==> src/rtl/clct_subkey_decoder_pkg.sv <==
// Shared CLCT pattern widths and request layout for the 1/8-strip subkey decoder.
// Edge-clamp behaviour is selected in the top by CCLUT_EDGE_CLAMP_EN.
package clct_subkey_decoder_pkg;
  localparam int MXKEYBX = 8;
  localparam int MXXKYB  = 10;
  localparam int MXPATB  = 3;
  localparam int MXBNDB  = 5;
  localparam int MXQLTB  = 9;
  localparam int MAXHS   = 224;
  localparam int CNTW    = 16;
  localparam int STAGES  = 2;

  localparam logic [MXKEYBX-1:0] MAXHS_K  = MXKEYBX'(MAXHS);
  // Encoder wrap windows: +offset spills a few keys past the last strip, -2 wraps to the top.
  localparam logic [MXKEYBX-1:0] OVF_MAX_K = MXKEYBX'(MAXHS + 3);
  localparam logic [MXKEYBX-1:0] UNF_MIN_K = MXKEYBX'(252);
  localparam logic [MXXKYB-1:0]  LAST_SUBKEY = MXXKYB'(4 * (MAXHS - 1) + 3);

  typedef struct packed {
    logic [MXXKYB-1:0] subkey;
    logic [MXPATB-1:0] pat;
    logic [MXBNDB-1:0] bend;
    logic [MXQLTB-1:0] qlt;
  } clct_req_t;

  function automatic logic [1:0] offs_lo(input logic [1:0] sub);
    return sub - 2'd1;
  endfunction
endpackage

==> src/rtl/clct_subkey_decoder_sat_counter.sv <==
// Saturating event counter; clear has priority over increment.
module clct_subkey_decoder_sat_counter #(
  parameter int W = 16
) (
  input  logic         clock,
  input  logic         global_reset,
  input  logic         clear,
  input  logic         inc,
  output logic [W-1:0] cnt
);
  always_ff @(posedge clock) begin
    if (global_reset || clear) cnt <= '0;
    else if (inc && cnt != '1) cnt <= cnt + 1'b1;
  end
endmodule

==> src/rtl/clct_subkey_decoder.sv <==
// Two-stage CLCT 1/8-strip subkey decoder with range check and event/error counters.
// Define CCLUT_EDGE_CLAMP_EN to clamp encoder wrap keys instead of flagging them.
module clct_subkey_decoder
  import clct_subkey_decoder_pkg::*;
(
  input  logic               clock,
  input  logic               global_reset,
  input  logic               clct_vld_in,
  input  logic [MXXKYB-1:0]  clct_subkey_in,
  input  logic [MXPATB-1:0]  clct_pat_in,
  input  logic [MXBNDB-1:0]  clct_bend_in,
  input  logic [MXQLTB-1:0]  clct_qlt_in,
  input  logic               cnt_clear,
  output logic               dec_vld,
  output logic [MXXKYB-1:0]  dec_subkey,
  output logic [MXKEYBX-1:0] dec_key,
  output logic [2:0]         dec_cfeb,
  output logic [4:0]         dec_hs,
  output logic               dec_qs,
  output logic               dec_es,
  output logic [1:0]         dec_offs_lo,
  output logic [MXPATB-1:0]  dec_pat,
  output logic [MXBNDB-1:0]  dec_bend,
  output logic [MXQLTB-1:0]  dec_qlt,
  output logic               dec_err,
  output logic               dec_clamp,
  output logic               err_sticky,
  output logic [CNTW-1:0]    cnt_vld,
  output logic [CNTW-1:0]    cnt_err
);
  logic [STAGES:1]    vld_pipe;
  clct_req_t          s1;
  logic [MXKEYBX-1:0] k;
  logic [MXXKYB-1:0]  nxt_subkey;
  logic               nxt_err, nxt_clamp;
  logic               s2_load;

  always_ff @(posedge clock) begin
    if (global_reset) begin
      vld_pipe <= '0;
      s1       <= '0;
    end else begin
      vld_pipe <= {vld_pipe[STAGES-1:1], clct_vld_in};
      if (clct_vld_in) s1 <= '{clct_subkey_in, clct_pat_in, clct_bend_in, clct_qlt_in};
    end
  end

  assign k       = s1.subkey[MXXKYB-1:2];
  assign s2_load = vld_pipe[1];

  always_comb begin
    nxt_subkey = s1.subkey;
    nxt_err    = 1'b0;
    nxt_clamp  = 1'b0;
    if (k >= MAXHS_K) begin
`ifdef CCLUT_EDGE_CLAMP_EN
      if (k >= UNF_MIN_K) begin
        nxt_subkey = '0;
        nxt_clamp  = 1'b1;
      end else if (k <= OVF_MAX_K) begin
        nxt_subkey = LAST_SUBKEY;
        nxt_clamp  = 1'b1;
      end else begin
        nxt_subkey = '0;
        nxt_err    = 1'b1;
      end
`else
      nxt_subkey = '0;
      nxt_err    = 1'b1;
`endif
    end
  end

  // Pulses re-evaluate every cycle; payload only moves when a word lands in S2.
  always_ff @(posedge clock) begin
    if (global_reset) begin
      dec_vld     <= 1'b0;
      dec_err     <= 1'b0;
      dec_clamp   <= 1'b0;
      dec_subkey  <= '0;
      dec_offs_lo <= '0;
      dec_pat     <= '0;
      dec_bend    <= '0;
      dec_qlt     <= '0;
      err_sticky  <= 1'b0;
    end else begin
      dec_vld   <= s2_load;
      dec_err   <= s2_load & nxt_err;
      dec_clamp <= s2_load & nxt_clamp;
      if (s2_load) begin
        dec_subkey  <= nxt_subkey;
        dec_offs_lo <= nxt_err ? 2'b00 : offs_lo(nxt_subkey[1:0]);
        dec_pat     <= s1.pat;
        dec_bend    <= s1.bend;
        dec_qlt     <= s1.qlt;
      end
      if (cnt_clear) err_sticky <= 1'b0;
      else if (s2_load && nxt_err) err_sticky <= 1'b1;
    end
  end

  assign dec_key  = dec_subkey[MXXKYB-1:2];
  assign dec_cfeb = dec_key[7:5];
  assign dec_hs   = dec_key[4:0];
  assign dec_qs   = dec_subkey[1];
  assign dec_es   = dec_subkey[0];

  clct_subkey_decoder_sat_counter #(.W(CNTW)) u_cnt_vld (
    .clock(clock), .global_reset(global_reset), .clear(cnt_clear),
    .inc(s2_load), .cnt(cnt_vld)
  );

  clct_subkey_decoder_sat_counter #(.W(CNTW)) u_cnt_err (
    .clock(clock), .global_reset(global_reset), .clear(cnt_clear),
    .inc(s2_load & nxt_err), .cnt(cnt_err)
  );
endmodule

==> config.mk <==
export PLATFORM = sky130hd
export DESIGN_NAME = clct_subkey_decoder
export DESIGN_NICKNAME = d
export VERILOG_FILES = /design/src/rtl/clct_subkey_decoder_pkg.sv /design/src/rtl/clct_subkey_decoder_sat_counter.sv /design/src/rtl/clct_subkey_decoder.sv
export SDC_FILE = /design/constraint.sdc
export NUM_CORES = 1
export LEC_CHECK = 0
export ABC_AREA = 1
export BUFFER_PORTS_ARGS = -buffer_cell sky130_fd_sc_hd__clkbuf_2
export CELL_PAD_IN_SITES_DETAIL_PLACEMENT = 0
export CELL_PAD_IN_SITES_GLOBAL_PLACEMENT = 1
export CORE_ASPECT_RATIO = 0.75
export CORE_MARGIN = 3
export CORE_UTILIZATION = 33
export DETAILED_ROUTE_END_ITERATION = 12
export GPL_TIMING_DRIVEN = 0
export PLACE_DENSITY = 0.76
export SKIP_LAST_GASP = 1
export SLEW_MARGIN = 20
export SYNTH_ARGS = -nofsm -noshare
export SYNTH_HDL_FRONTEND = slang
export SYNTH_SLANG_ARGS = --single-unit
export TNS_END_PERCENT = 10
==> constraint.sdc <==
create_clock -name clock -period 1.7 [get_ports clock]
set_clock_uncertainty 0.05 [all_clocks]
set_input_delay 0.17 -clock clock [delete_from_list [all_inputs] [get_ports clock]]
set_output_delay 0.17 -clock clock [all_outputs]
set_load 0.01 [all_outputs]
==> summary.txt, run 1 <==
die height -> 102 µm
Slew Limit Headroom -> 56.3%
Worst Path Arrival -> 1.82 ns
final setup margin -> 0.101 ns
DRT iter0 DRCs -> 188
Final #Nets -> 731
minimum clock period -> 1.60 ns
RSZ-0062 raised after global routing -> true
DRC -> 0
GPL Wtd Cong -> 0.809
Post-synth EDFFs -> 0
Synth Instances -> 572
Synth area leaders -> dfxtp_1, nor2_1, nand2_1
core area -> 0.0118 mm²
pre-CTS setup slack -> -0.140 ns
Critical Path Sink Type -> register
Cell variety after synth -> 30
Main synth FF type -> dfxtp_1
FILL cells -> 1284
standard-cell rows -> 34
Final Cycle Share -> 94.1%
dpl cell area -> 0.00485 mm²
Slew Limit Fails -> 0
met2 usage -> 23.9%
max_cap viols -> 0
Inserted Clock Buffers -> 9
IO buf count -> 111
vias in the first global route -> 3527
GRT busiest layer -> met2
dpl hpwl -> 8350 µm
worst-path cell chain -> ha_2 > nand2_2 > nor2_4 > nand2_2 > nor2_1 > nor2_1 > buf_2 > nand2_1 > a21oi_2
GRT met3 Usage -> 4.18%
worst ir drop on vdd -> 450 µV
gr usage total -> 16.5%
Vias -> 3927
Yosys reg bits -> 92
P_leak -> 2.24 nW
fmax -> 0.625 GHz
Synth area leader -> dfxtp_1
worst hold slack -> 0.00754 ns
clk_lat worst skew -> 0.34 ns
# IOs -> 114
Clock Sinks -> 92
fin cells -> 865
M1 GR Usage -> 23.8%
Multi-input gate area -> 0.00191 mm²
fraction of layout cells with a size suffix above 1 -> 26.3%
Post-CTS Setup Inserts -> 0
P&R area growth vs syn -> 27.2%
HP Class -> in2reg
pin count of the biggest net entering global routing -> 15
Setup CP Type -> reg2reg
CTS tree -> done
asr flop ratio synth -> 0%
Initial Utilization -> 34.6%
CP Max Fanout -> 10
final instance area -> 0.00520 mm²
WL per Instance -> 12.8 µm
Clock transition at path regs -> 0.07 ns
Least-Margin Pin Slew -> 0.656 ns
final hold violation count -> 0
final WL -> 11100 µm
commonest cells after routing, fill and taps aside -> nor2_1, nand2_1, clkbuf_2, dfxtp_1, o21ai_0
Vias/cell -> 4.54
Clock Path Buffers -> 2
Pre-antenna DRT Iters -> 5
dpl cells -> 845
startpoint types -> register
CTS root buf -> clkbuf_16
post-synth top area share -> 45.1%
Critical Path Slowest Stage Cell -> dfxtp_2
Register Area -> 0.00185 mm²
Die Footprint -> 0.0138 mm²
post-synthesis average cell area -> 7.15 µm²
first-pass GRT wire length -> 18000 µm
Max H-tree Level -> 3
Syn Nets -> 605
initial antenna violation count -> 0
Core Util, Final -> 44.0%
Post-DRT Antenna Nets -> 0
Die Span X -> 135 µm
crit-path max cell delay -> 0.34 ns
leading cell type in the layout, fill and taps excluded -> nor2_1
outcome -> finished clean
total grt overflow -> 0
P per Cell Area -> 871 mW/mm²
Critical Path RT -> 1.92 ns
Antenna Cells -> 0
post-synthesis sequential area ratio -> 45.1%
yosys warns -> 0
Setup-failing EPs final -> 0
Post-Syn Area -> 0.00409 mm²
==> synth_stat cells (2+ instances only) <==
library cell	n
nor2_1	144
nand2_1	122
dfxtp_1	92
o21ai_0	51
inv_1	25
a21oi_1	23
nand3_1	20
buf_4	19
clkbuf_1	17
a21oi_2	8
nand4_1	8
xnor2_1	7
xor2_1	6
buf_6	4
nand2_2	4
inv_2	3
nor2_4	3
buf_2	2
ha_1	2
nand3_2	2
==> state kept, by name, summed over array words and instances, names as in the netlist <==
| register | flops |
|---|---|
| dec_subkey | 10 |
| dec_pat | 3 |
| dec_vld | 1 |
| dec_qlt | 9 |
| dec_offs_lo | 2 |
| s1 | 19 |
| vld_pipe | 1 |
| err_sticky | 1 |
| u_cnt_err.cnt | 16 |
| k | 8 |
| dec_bend | 5 |
| dec_err | 1 |
| u_cnt_vld.cnt | 16 |
==> through the flow <==
stage	TNS (ns)	power, mW
6_report	0	4.53
5_1_grt	-0.0887	4.73
4_1_cts	0	4.59
3_5_place_dp	-1.56	2.72
3_3_place_gp	-1.13	2.71
2_1_floorplan	0	2.55
==> kinds of logic after synthesis <==
family / synth area share (%)
compound gates: 11.9
xor+xnor: 2.79
fa+ha+maj: 0.612
buf+inv: 9.06
flops: 45.1
other cells: 0.0917
simple gates: 30.5
==> cell type report <==
type / count / share of cell area (%)
plain buffers: 43 / 5.10
clock buffers: 12 / 4.74
clock inverters: 4 / 0.481
inverters: 28 / 2.02
multi-input cells: 409 / 36.7
flip-flops and latches: 92 / 35.6
well taps: 162 / 3.90
repair buffers: 115 / 11.5
==> worst max-delay path: cells and delay by family, from the launching register on <==
| family | cells | cell delay (ns) |
|---|---|---|
| buf+inv | 1 | 0.25 |
| fa+ha+maj | 1 | 0.20 |
| simple gates | 6 | 0.57 |
| compound gates | 1 | 0.12 |
| flops | 1 | 0.34 |
==> routing by layer <==
layer	wire length [µm]	up-vias
met1	5690	1775
li1	-	2046
met4	134	0
met5	0	-
met3	626	12
met2	4650	94
==> final timing paths <==
path / slack, ns / depth (start not counted) / start / endpoint
max: 0.10 / 9 / u_cnt_vld.cnt[0]$_SDFFE_PP0P_ / u_cnt_vld.cnt[5]$_SDFFE_PP0P_
min: 0.008 / 3 / clct_subkey_in[0] / s1[17]$_SDFFE_PP0P_
max reg2reg: 0.10 / 9 / u_cnt_vld.cnt[0]$_SDFFE_PP0P_ / u_cnt_vld.cnt[5]$_SDFFE_PP0P_
min reg2reg: 0.42 / 2 / k[4]$_SDFFE_PP0P_ / dec_subkey[6]$_SDFFE_PP0P_
==> power breakdown <==
part	switching, mW	total (mW)	internal [mW]
combinational	0.223	0.377	0.154
clock	0.831	1.86	1.03
sequential	0.0555	2.30	2.24
total	1.11	4.53	3.42
==> repair_timing <==
action | CTS | global route
endpoints found under the hold margin | 4 | 0
setup endpoints to repair | 15 | 31
pin swaps | 0 | 1
cloned | 0 | 0
hold buffers | 4 | 0
resized for setup | 3 | 11
Note: power is estimated with default switching activity, not from simulation.
==> inputs of run 2 (changes only) <==
Settings changed: CELL_PAD_IN_SITES_DETAIL_PLACEMENT 0 to default, CELL_PAD_IN_SITES_GLOBAL_PLACEMENT 1 to default, CORE_UTILIZATION 33 to 47, SKIP_CTS_REPAIR_TIMING from default to 1, SLEW_MARGIN 20 to default.
==> summary.txt, run 2 (synthesis gave the netlist of run 1 again) <==
outcome -> finished clean (unchanged)
P_leak -> 2.24 nW (about the same)
fin cells -> 804 (was 865)
die height -> 86.8 µm (was 102 µm)
met2 usage -> 33.4% (was 23.9%)
Vias -> 3981 (was 3927)
GRT busiest layer -> met2 (unchanged)
dpl cell area -> 0.00477 mm² (was 0.00485 mm²)
fraction of layout cells with a size suffix above 1 -> 26.3% (about the same)
Critical Path Slowest Stage Cell -> dfxtp_2 (unchanged)
fmax -> 0.626 GHz (was 0.625 GHz)
Vias/cell -> 4.95 (was 4.54)
CP dominant cell by count -> nand2_2
total grt overflow -> 0 (unchanged)
standard-cell rows -> 28 (was 34)
P per Cell Area -> 921 mW/mm² (was 871 mW/mm²)
CP delay by family, top -> simple AND/OR/NAND/NOR gates (unchanged)
Clock Path Buffers -> 2 (unchanged)
final hold violation count -> 0 (unchanged)
startpoint types -> register (unchanged)
Slew Limit Headroom -> 57.0% (was 56.3%)
IO buf count -> 111 (unchanged)
pin count of the biggest net entering global routing -> 17 (was 15)
worst ir drop on vdd -> 744 µV (was 450 µV)
WP buf/inv -> 1 (unchanged)
final WL -> 10300 µm (was 11100 µm)
Max H-tree Level -> 3 (unchanged)
crit-path max cell delay -> 0.36 ns (was 0.34 ns)
Critical Path RT -> 1.92 ns (about the same)
P&R area growth vs syn -> 25.1% (was 27.2%)
CTS root buf -> clkbuf_16 (unchanged)
Core Util, Final -> 62.6% (was 44.0%)
worst-path cell chain -> ha_2 > nand2_2 > nor2_4 > nand2_2 > o21ai_2 > buf_6 > o21ai_0 > nor2_1 (was ha_2 > nand2_2 > nor2_4 > nand2_2 > nor2_1 > nor2_1 > buf_2 > nand2_1 > a21oi_2)
RSZ-0062 raised after global routing -> true (unchanged)
max_cap viols -> 0 (unchanged)
initial antenna violation count -> 0 (unchanged)
# IOs -> 114 (unchanged)
clk_lat worst skew -> 0.34 ns (about the same)
HP Class -> in2reg (unchanged)
GPL Wtd Cong -> 0.885 (was 0.809)
dpl hpwl -> 7650 µm (was 8350 µm)
CTS tree -> done (unchanged)
Final #Nets -> 727 (was 731)
CP Max Fanout -> 10 (unchanged)
worst hold slack -> 0.00769 ns (was 0.00754 ns)
Inserted Clock Buffers -> 9 (unchanged)
DRT iter0 DRCs -> 156 (was 188)
vias in the first global route -> 3742 (was 3527)
Die Footprint -> 0.00986 mm² (was 0.0138 mm²)
GRT met3 Usage -> 5.51% (was 4.18%)
total chip power -> 4.71 mW (was 4.53 mW)
final setup margin -> 0.102 ns (was 0.101 ns)
Setup-failing EPs final -> 0 (unchanged)
M1 GR Usage -> 28.5% (was 23.8%)
Worst Path Arrival -> 1.82 ns (about the same)
Slew Limit Fails -> 0 (unchanged)
leading cell type in the layout, fill and taps excluded -> nor2_1 (unchanged)
Top Registers -> s1 x19, u_cnt_err.cnt x16, u_cnt_vld.cnt x16 (unchanged)
Antenna Cells -> 0 (unchanged)
Die Span X -> 114 µm (was 135 µm)
Final Cycle Share -> 94.0% (was 94.1%)
core area -> 0.00816 mm² (was 0.0118 mm²)
FILL cells -> 775 (was 1284)
pre-CTS setup slack -> -0.112 ns (was -0.140 ns)
max reg flops -> 19 (unchanged)
Least-Margin Pin Slew -> 0.644 ns (was 0.656 ns)
DRC -> 0 (unchanged)
dpl cells -> 788 (was 845)
first-pass GRT wire length -> 17000 µm (was 18000 µm)
Multi-input gate area -> 0.00190 mm² (was 0.00191 mm²)
gr usage total -> 21.1% (was 16.5%)
Initial Utilization -> 50.1% (was 34.6%)
Critical Path Sink Type -> register (unchanged)
Post-DRT Antenna Nets -> 0 (unchanged)
Setup TNS Final -> 0 ns (unchanged)
minimum clock period -> 1.60 ns (about the same)
commonest cells after routing, fill and taps aside -> nor2_1, nand2_1, clkbuf_2, dfxtp_1, o21ai_0 (unchanged)
largest reg by FF count -> s1 (unchanged)
WL per Instance -> 12.8 µm (about the same)
final instance area -> 0.00511 mm² (was 0.00520 mm²)
Clock Sinks -> 92 (unchanged)
Pre-antenna DRT Iters -> 5 (unchanged)
Setup CP Type -> reg2reg (unchanged)
Clock transition at path regs -> 0.06 ns (was 0.07 ns)
Register Area -> 0.00185 mm² (about the same)
-- run 2: area by class of cell --
| cell class | count | share of cell area [%] |
|---|---|---|
| clock inverters | 6 | 1.40 |
| plain buffers | 43 | 5.19 |
| clock buffers | 10 | 4.67 |
| flip-flops and latches | 92 | 36.2 |
| well taps | 105 | 2.57 |
| multi-input cells | 409 | 37.1 |
| repair buffers | 111 | 10.9 |
| inverters | 28 | 2.06 |
-- run 2: per-layer routing --
layer  part of all wire [%]  up-vias
met4                   0.63        0
met3                    5.6        6
met2                     45      100
met1                     49     1830
met5                      0        -
li1                       -     2045
-- run 2: report_power, final --
| part | switching [mW] | internal, mW |
|---|---|---|
| clock | 0.856 | 1.19 |
| sequential | 0.0547 | 2.24 |
| combinational | 0.218 | 0.147 |
-- run 2: worst register-to-register path: stages, from the launching register on --
cell and delay [ns]:
dfxtp_2 0.36, ha_2 0.21, nand2_2 0.09, nor2_4 0.12
nand2_2 0.09, o21ai_2 0.23, buf_6 0.17, o21ai_0 0.10
nor2_1 0.12
-- run 2: final timing paths --
path	startpoint	to	slack, ns	cells past startpoint
worst min register to register	k[1]$_SDFFE_PP0P_	dec_subkey[3]$_SDFFE_PP0P_	0.41	2
worst min-delay path	clct_bend_in[0]	s1[9]$_SDFFE_PP0P_	0.008	3
worst max register to register	u_cnt_vld.cnt[0]$_SDFFE_PP0P_	u_cnt_vld.cnt[0]$_SDFFE_PP0P_	0.10	8
worst max-delay path	u_cnt_vld.cnt[0]$_SDFFE_PP0P_	u_cnt_vld.cnt[0]$_SDFFE_PP0P_	0.10	8
